$ cat config.mk
export PLATFORM = sky130hd
export DESIGN_NAME = seq_alu
export DESIGN_NICKNAME = d
export VERILOG_FILES = /design/src/rtl/seq_alu.sv
export SDC_FILE = /design/constraint.sdc
export NUM_CORES = 1
export LEC_CHECK = 0
export ABC_CLOCK_PERIOD_IN_PS = 10640
export BUFFER_PORTS_ARGS = -buffer_cell sky130_fd_sc_hd__buf_4
export CAP_MARGIN = 5
export CORE_MARGIN = 5
export CORE_UTILIZATION = 57
export CTS_CLUSTER_DIAMETER = 40
export DETAILED_ROUTE_END_ITERATION = 10
export PLACE_DENSITY = 0.73
export SLEW_MARGIN = 10
export SYNTH_ARGS = -nofsm -noshare
export SYNTH_HDL_FRONTEND = slang
export SYNTH_SLANG_ARGS = --single-unit
$ cat constraint.sdc
create_clock -name clk -period 10.64 [get_ports clk]
set_clock_uncertainty 0.1 [all_clocks]
set_input_delay 2.128 -clock clk [delete_from_list [all_inputs] [get_ports clk]]
set_output_delay 2.128 -clock clk [all_outputs]
set_load 0.03 [all_outputs]
$ cat src/rtl/seq_alu.sv
// rtl/seq_alu.sv - sequential ALU: single-cycle logic/arith/shift ops, iterative shift-add multiply
module seq_alu #(
    parameter int WIDTH = 16
) (
    input  logic             clk,
    input  logic             reset,
    input  logic             start,
    input  logic [2:0]       op,
    input  logic [WIDTH-1:0] A,
    input  logic [WIDTH-1:0] B,
    output logic             busy,
    output logic             done,
    output logic [WIDTH-1:0] Result,
    output logic             Zero,
    output logic             Carry,
    output logic             Negative,
    output logic             Overflow
);

    localparam int SW = $clog2(WIDTH);

    localparam logic [0:0] S_IDLE = 1'b0;
    localparam logic [0:0] S_MUL  = 1'b1;

    localparam logic [2:0] OP_ADD = 3'b000;
    localparam logic [2:0] OP_SUB = 3'b001;
    localparam logic [2:0] OP_AND = 3'b010;
    localparam logic [2:0] OP_OR  = 3'b011;
    localparam logic [2:0] OP_XOR = 3'b100;
    localparam logic [2:0] OP_SLL = 3'b101;
    localparam logic [2:0] OP_SRL = 3'b110;
    localparam logic [2:0] OP_MUL = 3'b111;

    logic [0:0]         state;
    logic [2*WIDTH-1:0] acc;
    logic [2*WIDTH-1:0] mcand;
    logic [WIDTH-1:0]   mplier;
    logic [SW-1:0]      cnt;
    logic [2*WIDTH-1:0] acc_next;

    logic [SW-1:0]      shamt;
    logic [WIDTH:0]     sum;
    logic [WIDTH:0]     diff;
    logic [WIDTH:0]     shl;
    logic [WIDTH:0]     shr;

    logic [WIDTH-1:0]   alu_r;
    logic               alu_c;
    logic               alu_v;

    logic               wr_en;
    logic [WIDTH-1:0]   wr_r;
    logic               wr_c;
    logic               wr_v;

    assign shamt = B[SW-1:0];
    assign sum   = {1'b0, A} + {1'b0, B};
    // The extra top bit of the difference is the borrow, i.e. A < B unsigned.
    assign diff  = {1'b0, A} - {1'b0, B};
    // One spare bit on each shift catches the last bit shifted out (stays 0 when shamt is 0).
    assign shl   = {1'b0, A} << shamt;
    assign shr   = {A, 1'b0} >> shamt;

    assign acc_next = mplier[0] ? (acc + mcand) : acc;
    assign busy     = (state == S_MUL);

    always_comb begin
        alu_r = '0;
        alu_c = 1'b0;
        alu_v = 1'b0;
        case (op)
            OP_ADD: begin
                alu_r = sum[WIDTH-1:0];
                alu_c = sum[WIDTH];
                alu_v = (A[WIDTH-1] == B[WIDTH-1]) && (sum[WIDTH-1] != A[WIDTH-1]);
            end
            OP_SUB: begin
                alu_r = diff[WIDTH-1:0];
                alu_c = diff[WIDTH];
                alu_v = (A[WIDTH-1] != B[WIDTH-1]) && (diff[WIDTH-1] != A[WIDTH-1]);
            end
            OP_AND: alu_r = A & B;
            OP_OR:  alu_r = A | B;
            OP_XOR: alu_r = A ^ B;
            OP_SLL: begin
                alu_r = shl[WIDTH-1:0];
                alu_c = shl[WIDTH];
            end
            OP_SRL: begin
                alu_r = shr[WIDTH:1];
                alu_c = shr[0];
            end
            default: begin
                alu_r = '0;
                alu_c = 1'b0;
            end
        endcase
    end

    // Single write path for Result and flags, shared by the IDLE ops and the last MUL step.
    always_comb begin
        wr_en = 1'b0;
        wr_r  = alu_r;
        wr_c  = alu_c;
        wr_v  = alu_v;
        if (state == S_IDLE) begin
            wr_en = start && (op != OP_MUL);
        end else if (&cnt) begin
            wr_en = 1'b1;
            wr_r  = acc_next[WIDTH-1:0];
            wr_c  = |acc_next[2*WIDTH-1:WIDTH];
            wr_v  = 1'b0;
        end
    end

    always_ff @(posedge clk) begin
        if (reset) begin
            state    <= S_IDLE;
            acc      <= '0;
            mcand    <= '0;
            mplier   <= '0;
            cnt      <= '0;
            done     <= 1'b0;
            Result   <= '0;
            Zero     <= 1'b0;
            Carry    <= 1'b0;
            Negative <= 1'b0;
            Overflow <= 1'b0;
        end else begin
            done <= wr_en;
            if (wr_en) begin
                Result   <= wr_r;
                Zero     <= (wr_r == '0);
                Carry    <= wr_c;
                Negative <= wr_r[WIDTH-1];
                Overflow <= wr_v;
            end
            case (state)
                S_IDLE: begin
                    if (start && (op == OP_MUL)) begin
                        state  <= S_MUL;
                        acc    <= '0;
                        mcand  <= {{WIDTH{1'b0}}, A};
                        mplier <= B;
                        cnt    <= '0;
                    end
                end
                S_MUL: begin
                    acc    <= acc_next;
                    mcand  <= mcand << 1;
                    mplier <= mplier >> 1;
                    cnt    <= cnt + 1'b1;
                    if (&cnt) begin
                        state <= S_IDLE;
                    end
                end
                default: state <= S_IDLE;
            endcase
        end
    end

endmodule

==> qor.yml, run 1 <==
logic_synthesis:
  ys.warnings.count: 0
  synth_top_area_cell: "dfxtp_1"
  synth_edf_count: 0
  synth_most_common_cell: "a21oi_1"
  synthDominantCellAreaShare: 0.202
  seq_area_frac_synth: 0.202
  synthCells: 1444
  synth_area_leaders: "dfxtp_1, ha_1, a21oi_1, nor2_1, nand2_1"
  synth-seq-cells: 105
  synthesis.area_um2: 10400
  ys_async_sr_fraction: 0
  avgSynthCellArea_um2: 7.21
  synthTopCellsByCount: "a21oi_1, nor2_1, nand2_1"
  syn_nets: 1569
  synthFlopType: "dfxtp_1"
  synth.distinct_cells: 78
clock_tree:
  clkSinkCount: 105
  clk-insertion-delay-late_ns: 0.36
  hold_buffers: 0
  postCtsSetupBuffers: 0
  htreeDepth: 3
  postCtsResizedCells: 0
  cts_tree: "built"
  clk_pin_slew_ns: 0.07
  clockRootBuffer: "clkbuf_16"
  cts_made_buffers: 9
  clockBufferDepth: 2
timing:
  fmax_ghz: 0.151
  fin_crit_sh: 0.621
  maxSlewViolCount: 0
  maxSlewHeadroom: 0.299
  final_hold_viol_count: 0
  worstMarginPinSlew_ns: 1.04
  rsz0062_at_grt: "no"
  setup_viol: 0
  period_needed_ns: 6.61
  fin_tns_setup_ns: 0
critical_path:
  cp_max_fo: 32
  crit_required_ns: 10.83
  reg2regPathDepth: 12
  critPathKind: "input pin to flop"
  cp_data_arrival_time_ns: 6.80
  endpoint_kind: "flop"
  critPathLaunchType: "input pin"
floorplanning:
  die_h_um: 145
  num_io_pins: 60
  die_area_um2: 21100
  core-area_um2: 18000
  num_rows: 49
  initial_utilization: 0.579
  die_w_um: 145
pwr:
  sw_frac_of_total: 0.343
  combinationalPowerShare: 0.293
  p_seq_frac: 0.396
  ir_drop_uv: 123
  powerDensity_nw_per_um2: 93.0
  pwr-share-clk: 0.311
  p_switching_mw: 0.354
  p_int_mw: 0.679
  power.leakage_nw: 4.58
detailed_routing:
  antenna_left: 0
  routed-via-count: 11200
  drc: 0
  drt_iter0_drc: 1189
  viasPerCell: 6.77
  drt-pass1-iter-count: 6
  post_drt_wl_per_cell_um: 22.3
  wirelength_um: 37000
layout:
  area_delta_synth_final_pct: 6.78
  diodes: 0
  drive_gt1_frac: 0.0959
  final_nets: 1551
  fin_cells: 1658
place:
  gp_congestion: 1.03
  hpwl_um: 27200
  dp_cells: 1644
  io_buffer_count: 59
global_routing:
  first_global_vias: 10000
  grt_max_degree: 72
  grtUsageTotal: 0.333
  antenna_found_initial: 0
  grt.overflow.total: 0
  grt_pass1_wl_um: 57600
outcome:
  status: "finished, final reports clean"
hold_path:
  hold_depth: 2
  hold_path.class: "flop to flop"
job:
  drv_cap: 0
==> metrics by stage <==
stage          hold slack (ns)  power [mW]  setup WS [ns]   util  instance area, um2
6_report                 0.351        1.03           4.03  0.619               11100
5_1_grt                  0.369        1.07           3.92  0.619               11100
4_1_cts                  0.353        1.03           4.25  0.619               11100
3_5_place_dp             0.345       0.710           3.87  0.603               10800
3_3_place_gp             0.338       0.710           3.88  0.603               10800
2_1_floorplan            0.332       0.616           4.61      -               10400
==> critical path: stages <==
cell and delay, ns:
buf_4 0.30, clkinv_1 0.67, ha_1 0.71, nor2_1 0.07
a221oi_1 0.62, o21bai_1 0.16, mux2i_1 0.16, o41ai_2 0.41
o2111a_1 0.25, nand4_1 0.15, or4b_1 0.54, or4b_1 0.50
o21ai_1 0.12
==> layer usage <==
metal  share of wire  GRT usage  vias up
li1                -          -     5236
met3           0.098     0.0589       66
met2            0.45      0.530      603
met4           0.021     0.0723        0
met1            0.43      0.473     5325
met5               0          0        -
==> flip-flops by register name, summed over array words and instances, names as in the netlist <==
register  flops
Zero          1
Carry         1
Result       16
acc          32
cnt           4
Overflow      1
done          1
mcand        32
busy          1
mplier       16
==> cell usage in the layout (no fill, tap or decap), types with 6 or more instances in the layout <==
master | synthesis | routed
a211oi_1 | 27 | 27
a21o_1 | 21 | 21
a21oi_1 | 187 | 187
a221oi_1 | 7 | 7
a22oi_1 | 24 | 24
a311oi_1 | 6 | 6
a31oi_1 | 14 | 14
and2_1 | 10 | 10
and3_1 | 27 | 27
buf_4 | 1 | 73
clkbuf_16 | 0 | 9
dfxtp_1 | 105 | 104
ha_1 | 84 | 84
inv_1 | 59 | 59
mux2_2 | 19 | 19
mux2i_1 | 35 | 35
mux4_2 | 15 | 15
nand2_1 | 139 | 138
nand2b_1 | 14 | 14
nand3_1 | 59 | 59
nand4_1 | 14 | 14
nor2_1 | 173 | 170
nor2b_1 | 13 | 13
nor3_1 | 38 | 38
nor4_1 | 8 | 8
o211ai_1 | 20 | 20
o21a_1 | 6 | 6
o21ai_0 | 60 | 60
o21bai_1 | 9 | 9
o22ai_1 | 10 | 10
or3_1 | 12 | 12
xnor2_1 | 24 | 24
xor2_1 | 6 | 6
==> final timing paths <==
check / slack, ns / from / to
worst max register to register: 6.59 / acc[0]$_SDFFE_PP0P_ / Carry$_SDFFE_PP0P_
worst max-delay path: 4.03 / B[2] / Zero$_SDFFE_PP0P_
worst min register to register: 0.35 / Result[0]$_SDFFE_PP0P_ / Result[0]$_SDFFE_PP0P_
worst min-delay path: 0.35 / Result[0]$_SDFFE_PP0P_ / Result[0]$_SDFFE_PP0P_
==> cell type report <==
| class | count | area (um2) |
|---|---|---|
| Clock inverter | 2 | 13.8 |
| Sequential cell | 105 | 2110 |
| Multi-Input combinational cell | 1174 | 7660 |
| Timing Repair Buffer | 73 | 548 |
| Fill cell | 1712 | 6850 |
| Clock buffer | 12 | 256 |
| Inverter | 63 | 236 |
| Tap cell | 229 | 287 |
==> logic make-up (layout without fill, tap and decap cells) <==
group                    count (synthesis)  after routing  share of synthesized area
AND/OR/NAND/NOR                        527            527                      0.234
AO/OA/AOI/OAI                          461            461                      0.283
adder cells (fa/ha/maj)                 87             87                      0.107
XOR/XNOR                                30             30                     0.0253
flip-flops                             105            105                      0.202
buffers and inverters                  165            150                     0.0624
multiplexers                            69             69                     0.0867
==> power groups by stage <==
stage          clock network (mW)  registers [mW]  logic, mW
4_1_cts                     0.326           0.408      0.294
3_5_place_dp                    0           0.418      0.292
6_report                    0.322           0.409      0.303
2_1_floorplan                   0           0.426      0.190
3_3_place_gp                    0           0.417      0.293
5_1_grt                     0.341           0.409      0.323
Power figures use the tool's default switching activity.
==> inputs of run 2 (changes only) <==
- ABC_AREA: not set -> 1
- ABC_CLOCK_PERIOD_IN_PS: 10640 -> 5700
- PLACE_DENSITY: 0.73 -> 0.76
- clock period: 10.64 -> 5.7 ns (I/O delays scaled with it)
==> run 2 against run 1 <==
  * Register-to-register slack worse by 4.1 ns
  * Synthesized cell count is 42% higher
  * Combinational power rose by 91%
  * Via count rose by 15%
  * Clock power rose by 99%
  * Core utilization decreased by 0.058 points
  * Final area increased by 8.2%
  * Global-route usage grew 2.3 points
  * Hold slack better by 0.028 ns
  * Synthesized area increased by 8.3%
  * Cell count up 40%
  * Highest routed layer unchanged
==> qor.yml, run 2 <==
place:
  place_area_um2: 11700
  gp_congestion: 1.03
  io_buffer_count: 59
  hpwl_um: 31400
layout:
  final_cell_mix: "nand2_1, inv_1, nand3_1"
  final_util: 0.618
  area_delta_synth_final_pct: 6.69
  diodes: 0
  final_nets: 2169
  final_common_cell: "nand2_1"
  top_regs: "acc: 32 flops, mcand: 32 flops"
  drive_gt1_frac: 0.0673
  design_area_um2: 12000
global_routing:
  grtUsageTotal: 0.356
  first_global_vias: 12100
  antenna_found_initial: 0
  grt.overflow.total: 0
  grt_pass1_wl_um: 63100
  grt_max_degree: 88
timing:
  rsz0062_at_grt: "no"
  fmax_ghz: 0.266
  maxSlewHeadroom: 0.281
  final_hold_viol_count: 0
  maxSlewViolCount: 0
  setup_viol: 0
  fin_crit_sh: 0.660
  fin_tns_setup_ns: 0
  worstMarginPinSlew_ns: 1.07
  period_needed_ns: 3.76
pwr:
  p_switching_mw: 0.750
  ir_drop_uv: 126
  powerDensity_nw_per_um2: 165
  combinationalPowerShare: 0.291
  power.leakage_nw: 6.31
  p_seq_frac: 0.386
  sw_frac_of_total: 0.378
  pwr-share-clk: 0.323
  p_int_mw: 1.24
critical_path:
  cp_data_arrival_time_ns: 3.94
  critPathLaunchType: "input pin"
  critPathKind: "input pin to flop"
  critPathTopFamily: "simple AND/OR/NAND/NOR gates"
  cp_cell_sequence: "buf_4, inv_2, ha_1, nor2_1, nand2_1, nand3_1, nand2_1, nand2_1, nand2_1, nand2_1, nand2_1, nand3_1, nand3_1, nand2_1, nand2_1, nor2_1, nand2_1, nor2_1, nand3_1, a21oi_1"
  critPathBufInv: 2
  crit_slowest_cell: "inv_2"
  cp_slowest_stage_delay_ns: 0.64
  endpoint_kind: "flop"
  crit_required_ns: 5.88
  cp_max_fo: 43
  critPathMostFrequentCell: "nand2_1"
logic_synthesis:
  synth.distinct_cells: 44
  seq_area_frac_synth: 0.186
  synth_top_area_cell: "nand2_1"
  synth_most_common_cell: "nand2_1"
  ys_async_sr_fraction: 0
  synthCells: 2046
  synthFlopType: "dfxtp_1"
  synthTopCellsByCount: "nand2_1, inv_1, nand3_1"
  avgSynthCellArea_um2: 5.51
  ys.warnings.count: 0
  synth_edf_count: 0
  synthDominantCellAreaShare: 0.266
  synth_area_leaders: "nand2_1, dfxtp_1, nand3_1, ha_1, inv_1"
  syn_nets: 2171
  synth-seq-cells: 105
  synthesis.area_um2: 11300
floorplanning:
  die_h_um: 151
  num_rows: 51
  die_area_um2: 22700
  core-area_um2: 19500
  initial_utilization: 0.579
  num_io_pins: 60
  die_w_um: 151
clock_tree:
  htreeDepth: 3
  clk_pin_slew_ns: 0.08
  clockBufferDepth: 2
  postCtsResizedCells: 0
  postCtsSetupBuffers: 0
  cts_made_buffers: 9
  clkSinkCount: 105
  cts_tree: "built"
  clk-insertion-delay-late_ns: 0.35
  clockRootBuffer: "clkbuf_16"
  hold_buffers: 0
detailed_routing:
  post_drt_wl_per_cell_um: 17.4
  antenna_left: 0
  drt-pass1-iter-count: 7
  wirelength_um: 40200
  drt_iter0_drc: 1070
  drc: 0
  viasPerCell: 5.56
  routed-via-count: 12900
job:
  drv_cap: 0
outcome:
  status: "finished, final reports clean"
hold_path:
  hold_path.class: "flop to flop"
-- run 2: routing by layer --
| metal | global-route usage | up-vias | wire length [um] |
|---|---|---|---|
| li1 | - | 6454 | - |
| met1 | 0.420 | 5776 | 15600 |
| met2 | 0.608 | 505 | 19000 |
| met3 | 0.0400 | 139 | 2500 |
| met4 | 0.235 | 0 | 3040 |
| met5 | 0 | - | 0 |
-- run 2: per-stage QoR --
stage / hold slack [ns] / std cells / worst slack [ns] / power, mW
2_1_floorplan: 0.341 / 2046 / 2.46 / 1.16
3_3_place_gp: 0.353 / 2298 / 1.67 / 1.35
3_5_place_dp: 0.368 / 2298 / 1.67 / 1.35
4_1_cts: 0.381 / 2314 / 2.03 / 1.98
5_1_grt: 0.394 / 2314 / 1.65 / 2.09
6_report: 0.379 / 2314 / 1.94 / 1.99
-- run 2: cells by family (layout without fill, tap and decap cells) --
| family | after synthesis | count (layout) | synth area share |
|---|---|---|---|
| simple gates | 1255 | 1255 | 0.469 |
| buf+inv | 361 | 364 | 0.128 |
| compound gates | 233 | 233 | 0.115 |
| flops | 105 | 105 | 0.186 |
| fa+ha+maj | 87 | 87 | 0.0986 |
| xor+xnor | 5 | 5 | 0.00389 |
-- run 2: final cells by class --
type | count | area (um2)
multi-input cells | 1580 | 7730
clock inverters | 7 | 80.1
inverters | 283 | 1070
well taps | 265 | 332
flip-flops and latches | 105 | 2100
clock buffers | 9 | 225
fillers | 1986 | 7440
repair buffers | 65 | 488
-- run 2: final timing paths --
path | slack, ns | start | end | cells past startpoint
setup / recovery | 1.94 | B[1] | Zero$_SDFFE_PP0P_ | 20
hold / removal | 0.38 | mplier[14]$_SDFFE_PP0P_ | mplier[14]$_SDFFE_PP0P_ | 2
setup reg to reg | 2.47 | busy$_SDFF_PP0_ | Result[6]$_SDFFE_PP0P_ | 6
hold reg to reg | 0.38 | mplier[14]$_SDFFE_PP0P_ | mplier[14]$_SDFFE_PP0P_ | 2
-- run 2: power by group through the flow --
stage                     logic [mW]  registers [mW]  clock network, mW
after floorplan                0.367           0.798                  0
after global placement         0.564           0.784                  0
after detailed placement       0.564           0.783                  0
after CTS                      0.566           0.767              0.650
after global routing           0.632           0.769              0.684
final                          0.578           0.767              0.641
-- run 2: tightest hold or removal path: cells and delay by family (launching register included) --
| family | cells | cell delay, ns |
|---|---|---|
| flops | 1 | 0.32 |
| compound gates | 1 | 0.06 |
| simple gates | 1 | 0.06 |
